[src/rtl/seq_pkg.sv]
`default_nettype none
// ============================================================================
// Module   : seq_pkg
// Purpose  : Shared state encoding and defaults for the 101-detector feeder.
// Revision : 1.0 - initial release
// ============================================================================
package seq_pkg;

    typedef enum logic [1:0] {
        ST_IDLE  = 2'd0,
        ST_SHIFT = 2'd1,
        ST_GAP   = 2'd2
    } seq_state_e;

    localparam int   SEQ_WORD_W   = 8;
    localparam logic SEQ_IDLE_BIT = 1'b0;

endpackage
`default_nettype wire

[src/rtl/seq_shift_reg.sv]
`default_nettype none
// ============================================================================
// Module   : seq_shift_reg
// Purpose  : Parallel-load shift register with a registered serial output bit.
// Revision : 1.0 - initial release
// ============================================================================
module seq_shift_reg
    import seq_pkg::*;
#(
    parameter int   WIDTH     = SEQ_WORD_W,
    parameter bit   MSB_FIRST = 1'b1,
    parameter logic FILL_BIT  = SEQ_IDLE_BIT
) (
    input  logic             clock,
    input  logic             rst,
    input  logic             load,
    input  logic             shift,
    input  logic [WIDTH-1:0] d,
    output logic             q_bit
);

    // r_bit is the bit on the wire now; r_word holds the bits still to come,
    // backfilled with FILL_BIT so the shift after the last bit idles the line.
    logic [WIDTH-1:0] r_word;
    logic             r_bit;
    logic             w_load_bit;
    logic             w_shift_bit;
    logic [WIDTH-1:0] w_load_word;
    logic [WIDTH-1:0] w_shift_word;

    generate
        if (MSB_FIRST) begin : g_msb_first
            assign w_load_bit   = d[WIDTH-1];
            assign w_load_word  = {d[WIDTH-2:0], FILL_BIT};
            assign w_shift_bit  = r_word[WIDTH-1];
            assign w_shift_word = {r_word[WIDTH-2:0], FILL_BIT};
        end else begin : g_lsb_first
            assign w_load_bit   = d[0];
            assign w_load_word  = {FILL_BIT, d[WIDTH-1:1]};
            assign w_shift_bit  = r_word[0];
            assign w_shift_word = {FILL_BIT, r_word[WIDTH-1:1]};
        end
    endgenerate

    always_ff @(posedge clock) begin
        if (rst) begin
            r_word <= '0;
            r_bit  <= FILL_BIT;
        end else if (load) begin
            r_word <= w_load_word;
            r_bit  <= w_load_bit;
        end else if (shift) begin
            r_word <= w_shift_word;
            r_bit  <= w_shift_bit;
        end
    end

    assign q_bit = r_bit;

endmodule
`default_nettype wire

[src/rtl/seq_bit_serializer.sv]
`default_nettype none
// ============================================================================
// Module   : seq_bit_serializer
// Purpose  : Valid/ready word intake, one bit per clock out to the detector.
// Revision : 1.0 - initial release
// ============================================================================
module seq_bit_serializer
    import seq_pkg::*;
#(
    parameter int   WIDTH      = SEQ_WORD_W,
    parameter bit   MSB_FIRST  = 1'b1,
    parameter int   GAP_CYCLES = 0,
    parameter logic IDLE_BIT   = SEQ_IDLE_BIT
) (
    input  logic             clock,
    input  logic             rst,
    input  logic [WIDTH-1:0] data_in,
    input  logic             load_valid,
    output logic             load_ready,
    output logic             d_out,
    output logic             d_valid,
    output logic             busy,
    output logic             done
);

    localparam int              CNT_W      = $clog2(WIDTH);
    localparam logic [CNT_W-1:0] c_cnt_last = CNT_W'(WIDTH - 1);
    localparam logic [3:0]      c_gap_load = (GAP_CYCLES > 0) ? 4'(GAP_CYCLES - 1) : 4'd0;
    localparam logic            c_stream   = (GAP_CYCLES == 0);

    seq_state_e       r_state;
    seq_state_e       w_state_nxt;
    logic [CNT_W-1:0] r_bit_cnt;
    logic [CNT_W-1:0] w_bit_cnt_nxt;
    logic [3:0]       r_gap_cnt;
    logic [3:0]       w_gap_cnt_nxt;
    logic             r_d_valid;
    logic             r_done;
    logic             w_last;
    logic             w_accept;
    logic             w_shift;

    assign w_last     = (r_state == ST_SHIFT) && (r_bit_cnt == '0);
    assign load_ready = (r_state == ST_IDLE) || (w_last && c_stream);
    assign w_accept   = load_valid && load_ready;
    assign w_shift    = (r_state == ST_SHIFT);

    always_comb begin
        w_state_nxt   = r_state;
        w_bit_cnt_nxt = r_bit_cnt;
        w_gap_cnt_nxt = r_gap_cnt;
        case (r_state)
            ST_IDLE: begin
                if (w_accept) begin
                    w_state_nxt   = ST_SHIFT;
                    w_bit_cnt_nxt = c_cnt_last;
                end
            end
            ST_SHIFT: begin
                if (r_bit_cnt == '0) begin
                    if (GAP_CYCLES > 0) begin
                        w_state_nxt   = ST_GAP;
                        w_gap_cnt_nxt = c_gap_load;
                    end else if (w_accept) begin
                        w_bit_cnt_nxt = c_cnt_last;
                    end else begin
                        w_state_nxt = ST_IDLE;
                    end
                end else begin
                    w_bit_cnt_nxt = r_bit_cnt - CNT_W'(1);
                end
            end
            ST_GAP: begin
                if (r_gap_cnt == 4'd0) begin
                    w_state_nxt = ST_IDLE;
                end else begin
                    w_gap_cnt_nxt = r_gap_cnt - 4'd1;
                end
            end
            default: begin
                w_state_nxt = ST_IDLE;
            end
        endcase
    end

    // Flags are registered from next-state so they line up with the bit the
    // shift register presents in the same cycle.
    always_ff @(posedge clock) begin
        if (rst) begin
            r_state   <= ST_IDLE;
            r_bit_cnt <= '0;
            r_gap_cnt <= 4'd0;
            r_d_valid <= 1'b0;
            r_done    <= 1'b0;
        end else begin
            r_state   <= w_state_nxt;
            r_bit_cnt <= w_bit_cnt_nxt;
            r_gap_cnt <= w_gap_cnt_nxt;
            r_d_valid <= (w_state_nxt == ST_SHIFT);
            r_done    <= (w_state_nxt == ST_SHIFT) && (w_bit_cnt_nxt == '0);
        end
    end

    seq_shift_reg #(
        .WIDTH     (WIDTH),
        .MSB_FIRST (MSB_FIRST),
        .FILL_BIT  (IDLE_BIT)
    ) u_shift_reg (
        .clock (clock),
        .rst   (rst),
        .load  (w_accept),
        .shift (w_shift),
        .d     (data_in),
        .q_bit (d_out)
    );

    assign d_valid = r_d_valid;
    assign done    = r_done;
    assign busy    = (r_state != ST_IDLE);

endmodule
`default_nettype wire
[config.mk]
export PLATFORM = sky130hd
export DESIGN_NAME = seq_bit_serializer
export DESIGN_NICKNAME = d
export VERILOG_FILES = /design/src/rtl/seq_pkg.sv /design/src/rtl/seq_shift_reg.sv /design/src/rtl/seq_bit_serializer.sv
export SDC_FILE = /design/constraint.sdc
export NUM_CORES = 1
export LEC_CHECK = 0
export CAP_MARGIN = 20
export CORE_MARGIN = 3
export CORE_UTILIZATION = 45
export CTS_BUF_LIST = sky130_fd_sc_hd__clkbuf_4 sky130_fd_sc_hd__clkbuf_8
export DETAILED_ROUTE_END_ITERATION = 16
export PLACE_DENSITY = 0.7
export SYNTH_ARGS = -nofsm -noshare
export SYNTH_HDL_FRONTEND = slang
export SYNTH_HIERARCHICAL = 1
export SYNTH_SLANG_ARGS = --single-unit
[constraint.sdc]
create_clock -name clock -period 2 [get_ports clock]
set_input_delay 0.4 -clock clock [delete_from_list [all_inputs] [get_ports clock]]
set_output_delay 0.4 -clock clock [all_outputs]
set_load 0.02 [all_outputs]
==> results of run 1 <==
## kinds of logic (layout without fill, tap and decap cells)
| logic type | after synthesis | in the layout | synth area share, % |
|---|---|---|---|
| compound gates | 19 | 19 | 15.1 |
| fa+ha+maj | 3 | 3 | 4.23 |
| buf+inv | 11 | 29 | 6.34 |
| flops | 19 | 19 | 42.8 |
| mux | 10 | 10 | 11.5 |
| simple gates | 31 | 31 | 20.0 |
## where the power goes
group / switching [mW] / internal (mW) / leakage (nW)
Combinational: 0.0706 / 0.0741 / 0.264
Sequential: 0.0139 / 0.403 / 0.157
Clock: 0.107 / 0.0908 / 0.0184
## per-layer routing
metal	GRT usage (%)	share of wire (%)	vias to the layer above	wire (um)
li1	-	-	362	-
met1	18.4	48	325	773
met2	23.9	47	11	764
met3	4.45	4.1	4	66
met4	5.38	1.3	0	21
met5	0	0	-	0
## cells in the mapped netlist
cell type / number
a311oi_1: 1
nand2b_1: 2
nor4b_1: 1
o21ai_0: 1
a31o_2: 1
or3_1: 1
and2_1: 2
clkbuf_1: 1
and3_1: 1
nor2b_1: 10
ha_1: 3
buf_2: 1
mux2_2: 2
clkdlybuf4s18_2: 1
nor2_1: 8
or3b_1: 1
nand2_1: 1
a21oi_1: 5
dfxtp_1: 19
nand3b_1: 1
or2_2: 1
buf_6: 1
inv_1: 7
a211oi_1: 10
mux2i_1: 8
o2111a_1: 1
or4_1: 1
nor3_1: 1
## tightest hold or removal path, delay by kind of cell, from the launching register on
kind,cells,cell delay (ns)
flops,1,0.34
compound gates,2,0.14
## metrics by stage
| stage | area, um2 | instances | hold WS, ns | total power, mW | util, % |
|---|---|---|---|---|---|
| 2_1_floorplan | 888 | 93 | 0.470 | 0.519 | - |
| 3_3_place_gp | 1060 | 132 | 0.485 | 0.569 | 59.0 |
| 3_5_place_dp | 1060 | 132 | 0.505 | 0.571 | 59.0 |
| 4_1_cts | 1090 | 136 | 0.522 | 0.774 | 60.6 |
| 5_1_grt | 1090 | 136 | 0.555 | 0.812 | 60.4 |
| 6_report | 1090 | 136 | 0.522 | 0.760 | 60.4 |
## cell type report
| cell class | count | area (um2) | share of cell area, % |
|---|---|---|---|
| Multi-Input combinational cell | 63 | 453 | 41.6 |
| Sequential cell | 19 | 380 | 34.9 |
| Inverter | 7 | 26.3 | 2.41 |
| Clock buffer | 4 | 30.0 | 2.76 |
| Timing Repair Buffer | 18 | 168 | 15.4 |
| Tap cell | 25 | 31.3 | 2.87 |
## worst min path at each step
stage / depth (start not counted) / endpoint / from
after detailed placement: 2 / r_gap_cnt[3]$_SDFFE_PP0P_ / r_gap_cnt[3]$_SDFFE_PP0P_
final: 2 / r_gap_cnt[3]$_SDFFE_PP0P_ / r_gap_cnt[3]$_SDFFE_PP0P_
after floorplan: 2 / r_gap_cnt[3]$_SDFFE_PP0P_ / r_gap_cnt[3]$_SDFFE_PP0P_
after global placement: 2 / r_gap_cnt[3]$_SDFFE_PP0P_ / r_gap_cnt[3]$_SDFFE_PP0P_
after CTS: 2 / r_gap_cnt[3]$_SDFFE_PP0P_ / r_gap_cnt[3]$_SDFFE_PP0P_
after global routing: 2 / r_bit_cnt[0]$_SDFF_PP0_ / r_bit_cnt[0]$_SDFF_PP0_
## state kept, by name (all words and copies together) (netlist names)
| name | flops |
|---|---|
| u_shift_reg/q_bit | 1 |
| d_valid | 1 |
| r_gap_cnt | 4 |
| u_shift_reg/r_word | 7 |
| r_state | 2 |
| done | 1 |
| r_bit_cnt | 3 |
## what timing repair did
action | CTS | global route
setup endpoints to repair | 1 | 2
buffers inserted | 0 | 0
gates resized for setup | 1 | 3
==> flow_summary.toml, run 1 <==
[logic_synthesis]
yosys-top-cells-area = "dfxtp_1 (43%), mux2i_1 (9.0%), a211oi_1 (8.5%)"
synth_area_um2 = 888
ys_seq_area_share_pct = 42.8
synthCells = 93
yosysTopAreaCell = "dfxtp_1"
yosys_register_bits = 19
synth_top_area_share_pct = 42.8
syn_area_per_cell_um2 = 9.55
synth.yosys.warnings = 6
ys_types = 28
synth_fp_nets = 107

[sta]
hold_violations = 0
relSlewSlack_pct = 73.5
finalMaxSlewViolations = 0
worst_slack_ns = 0.110
setup_tns_ns = 0
fin_skew_ns = 0.00355
max_freq_ghz = 0.529
min_period_over_period_pct = 94.5
worstMarginPinSlew_ns = 0.397
setup_viol = 0
period_needed_ns = 1.89
rsz0062_at_grt = "no"

[cts]
clkTransAtPathRegs_ns = 0.10
ctsHoldBuffers = 0
cts_tree = "yes"
numCtsBuffers = 3
worstSkewPairLatency_ns = 0.28
cts.path.max_buffers = 2
cts-root-buf = "clkbuf_4"
cts_max_level = 1
cts.sinks = 19

[setup_path]
path_delay_family = "buffers and inverters"
path_class = "register to output pin"
worst_path_largest_cell_delay_ns = 0.55
ff2ff_path_depth = 7
slowest_stage = "clkdlybuf4s50_1"
setup.worst_path.start_class = "register"
cp_num_buf_inv = 1
rr_endpoint = "u_shift_reg/r_word[1]$_SDFFE_PP0P_"
critical_path.cell_chain = "or2_2, clkdlybuf4s50_1"
crit_cells = 2
crit_arrival_ns = 1.49
r2r_start = "r_bit_cnt[0]$_SDFF_PP0_"
cp.required_ns = 1.60
crit_fanout = 6
cp-startpoint = "r_state[0]$_SDFF_PP0_"
endpoint = "busy"
setup.worst_path.end_class = "output pin"
r2r_slack_ns = 0.29

[route]
drc_errors = 0
wl_per_cell_um = 12.0
drtIter0Drc = 6
routed_wl_um = 1630
vias = 702
ant_nets = 0
drtPass1Iterations = 4
via_per_inst = 5.16

[place]
io_buffers = 15
gp_congestion = 0.730
dp_hpwl_um = 1240
post-place-ws_ns = 0.0800

[grt]
grt_pass1_wl_um = 2960
grt_remaining_overflow = 0
grt_usage_pct = 14.8
grt_start_max_net_pins = 11
antenna_found_initial = 0
grt_pass1_vias = 718

[layout]
mostFrequentLayoutCell = "dfxtp_1"
drive_above_1_share_pct = 11.7
syn_to_final_growth_pct = 22.5
diodes = 0
mostFrequentLayoutCells = "dfxtp_1 (19), clkdlybuf4s50_1 (14), nor2b_1 (10), a211oi_1 (10)"
fillerInstances = 169
nets = 126

[min_path]
hold_path.class = "register to register"

[run_status]
run_status = "finished clean"

[power]
power.leakage_nw = 0.439
max-vdd-ir-drop_mv = 0.402
powerDensity_nw_per_um2 = 698

[die]
std_cell_rows = 15
die_w_um = 50.4
die_area_um2 = 2540
core_area_um2 = 1800
io_pins = 16
initial_core_util_pct = 49.3
chipHeight_um = 50.4

[flow_run]
cap_violations = 0
Power figures use the tool's default switching activity.
==> run 2, diff against run 1 <==
--- a/config.mk
+++ b/config.mk
@@ -5,8 +5,7 @@
 export SDC_FILE = /design/constraint.sdc
 export NUM_CORES = 1
 export LEC_CHECK = 0
-export CAP_MARGIN = 20
-export CORE_MARGIN = 3
+export CORE_MARGIN = 1
 export CORE_UTILIZATION = 45
 export CTS_BUF_LIST = sky130_fd_sc_hd__clkbuf_4 sky130_fd_sc_hd__clkbuf_8
 export DETAILED_ROUTE_END_ITERATION = 16
==> flow_summary.toml, run 2 (synthesized netlist as in run 1, its figures left out) <==
[route]
drtIter0Drc = 10
drtPass1Iterations = 3
via_per_inst = 5.06
vias = 688
ant_nets = 0
wl_per_cell_um = 11.4
routed_wl_um = 1540
drc_errors = 0

[setup_path]
setup.worst_path.start_class = "register"
worst_path_largest_cell_delay_ns = 0.32
cp_num_buf_inv = 2
cp-startpoint = "r_bit_cnt[0]$_SDFF_PP0_"
slowest_stage = "dfxtp_1"
cp.required_ns = 1.60
path_delay_family = "buffers and inverters"
critical_path.cell_chain = "inv_1, ha_1, nand2b_1, a21oi_1, clkdlybuf4s15_1"
path_class = "register to output pin"
crit_fanout = 3
crit_arrival_ns = 1.48
r2r_start = "r_bit_cnt[0]$_SDFF_PP0_"
setup.worst_path.end_class = "output pin"

[min_path]
hold_path.class = "register to register"
min-delay-start = "r_gap_cnt[3]$_SDFFE_PP0P_"

[die]
die_w_um = 46.4
die_area_um2 = 2160
core_area_um2 = 1780
std_cell_rows = 15
initial_core_util_pct = 49.8
io_pins = 16
chipHeight_um = 46.4

[sta]
finalMaxSlewViolations = 0
setup_tns_ns = 0
min_period_over_period_pct = 94.0
max_freq_ghz = 0.532
relSlewSlack_pct = 71.9
fin_skew_ns = 0.00727
period_needed_ns = 1.88
hold_violations = 0
rsz0062_at_grt = "no"
worstMarginPinSlew_ns = 0.420
setup_viol = 0

[grt]
antenna_found_initial = 0
grt_pass1_wl_um = 2570
grt_pass1_vias = 617
grt_start_max_net_pins = 12
grt_usage_pct = 17.4
grt_remaining_overflow = 0

[power]
power.leakage_nw = 0.439
powerDensity_nw_per_um2 = 701
clkPwrFrac_pct = 26.4
p_sw_share_pct = 25.4
comb_power_share_pct = 19.2
pwr-share-seq_pct = 54.4
finalPower_mw = 0.766
max-vdd-ir-drop_mv = 0.551
p_int_mw = 0.571
p_switching_mw = 0.195

[layout]
diodes = 0
regMostFlops = "u_shift_reg/r_word"
mostFrequentLayoutCell = "dfxtp_1"
top_regs = "u_shift_reg/r_word: 7 flops, r_gap_cnt: 4 flops, r_bit_cnt: 3 flops"
drive_above_1_share_pct = 9.91
nets = 126
fillerInstances = 162
syn_to_final_growth_pct = 23.0
largest_reg_flops = 7
mostFrequentLayoutCells = "dfxtp_1 (19), clkdlybuf4s50_1 (14), nor2b_1 (10), a211oi_1 (10)"
utilization_pct = 61.3

[run_status]
run_status = "finished clean"

[cts]
cts_max_level = 1
cts_setup_buffers = 0
ctsHoldBuffers = 0
cts.sinks = 19
cts_tree = "yes"
cts.path.max_buffers = 2
cts-root-buf = "clkbuf_4"
clkTransAtPathRegs_ns = 0.10
worstSkewPairLatency_ns = 0.29
numCtsBuffers = 3

[place]
io_buffers = 15
gp_congestion = 0.711
dp_hpwl_um = 1150

[flow_run]
cap_violations = 0
## run 2: path summary, 6_finish.rpt
| kind | cells after the start | slack [ns] | endpoint |
|---|---|---|---|
| worst min-delay path | 2 | 0.51 | r_gap_cnt[3]$_SDFFE_PP0P_ |
| worst max register to register | 7 | 0.31 | u_shift_reg/r_word[5]$_SDFFE_PP0P_ |
| worst min register to register | 2 | 0.51 | r_gap_cnt[3]$_SDFFE_PP0P_ |
| worst max-delay path | 5 | 0.12 | load_ready |
## run 2: per-layer routing
metal  up-vias  part of all wire, %  track usage [%]
li1        363                    -                -
met1       311                   50             19.3
met2        12                   45             28.9
met3         2                  4.0             7.06
met4         0                 0.71             7.06
met5         -                    0                0
## run 2: area by class of cell
class                           instances  area (um2)  area share (%)
Clock buffer                            4        30.0            2.75
Sequential cell                        19         380            34.8
Tap cell                               25        31.3            2.86
Inverter                                7        26.3            2.41
Timing Repair Buffer                   18         173            15.8
Multi-Input combinational cell         63         452            41.4
## run 2: tightest hold or removal path: cells and delay by family (launching register included)
kind            cells  cell delay, ns
flops               1            0.34
compound gates      2            0.13
## run 2: timing repair
item                       4_1_cts  5_1_grt
gates cloned                     0        0
setup endpoints to repair        1        1
gates resized for setup          1        1
## run 2: power by group through the flow
stage	clock [mW]	sequential [mW]	combinational, mW
2_1_floorplan	0	0.427	0.0915
3_5_place_dp	0	0.425	0.147
5_1_grt	0.233	0.421	0.162
6_report	0.202	0.417	0.147
4_1_cts	0.214	0.417	0.147
3_3_place_gp	0	0.425	0.146
## run 2: stage by stage
step	cells	area [um2]	hold slack, ns	setup slack (ns)
final	136	1090	0.514	0.120
after global routing	136	1090	0.545	0.00483
after CTS	136	1090	0.516	0.0793
after detailed placement	132	1060	0.496	0.142
after global placement	132	1060	0.485	0.181
after floorplan	93	888	0.470	0.246
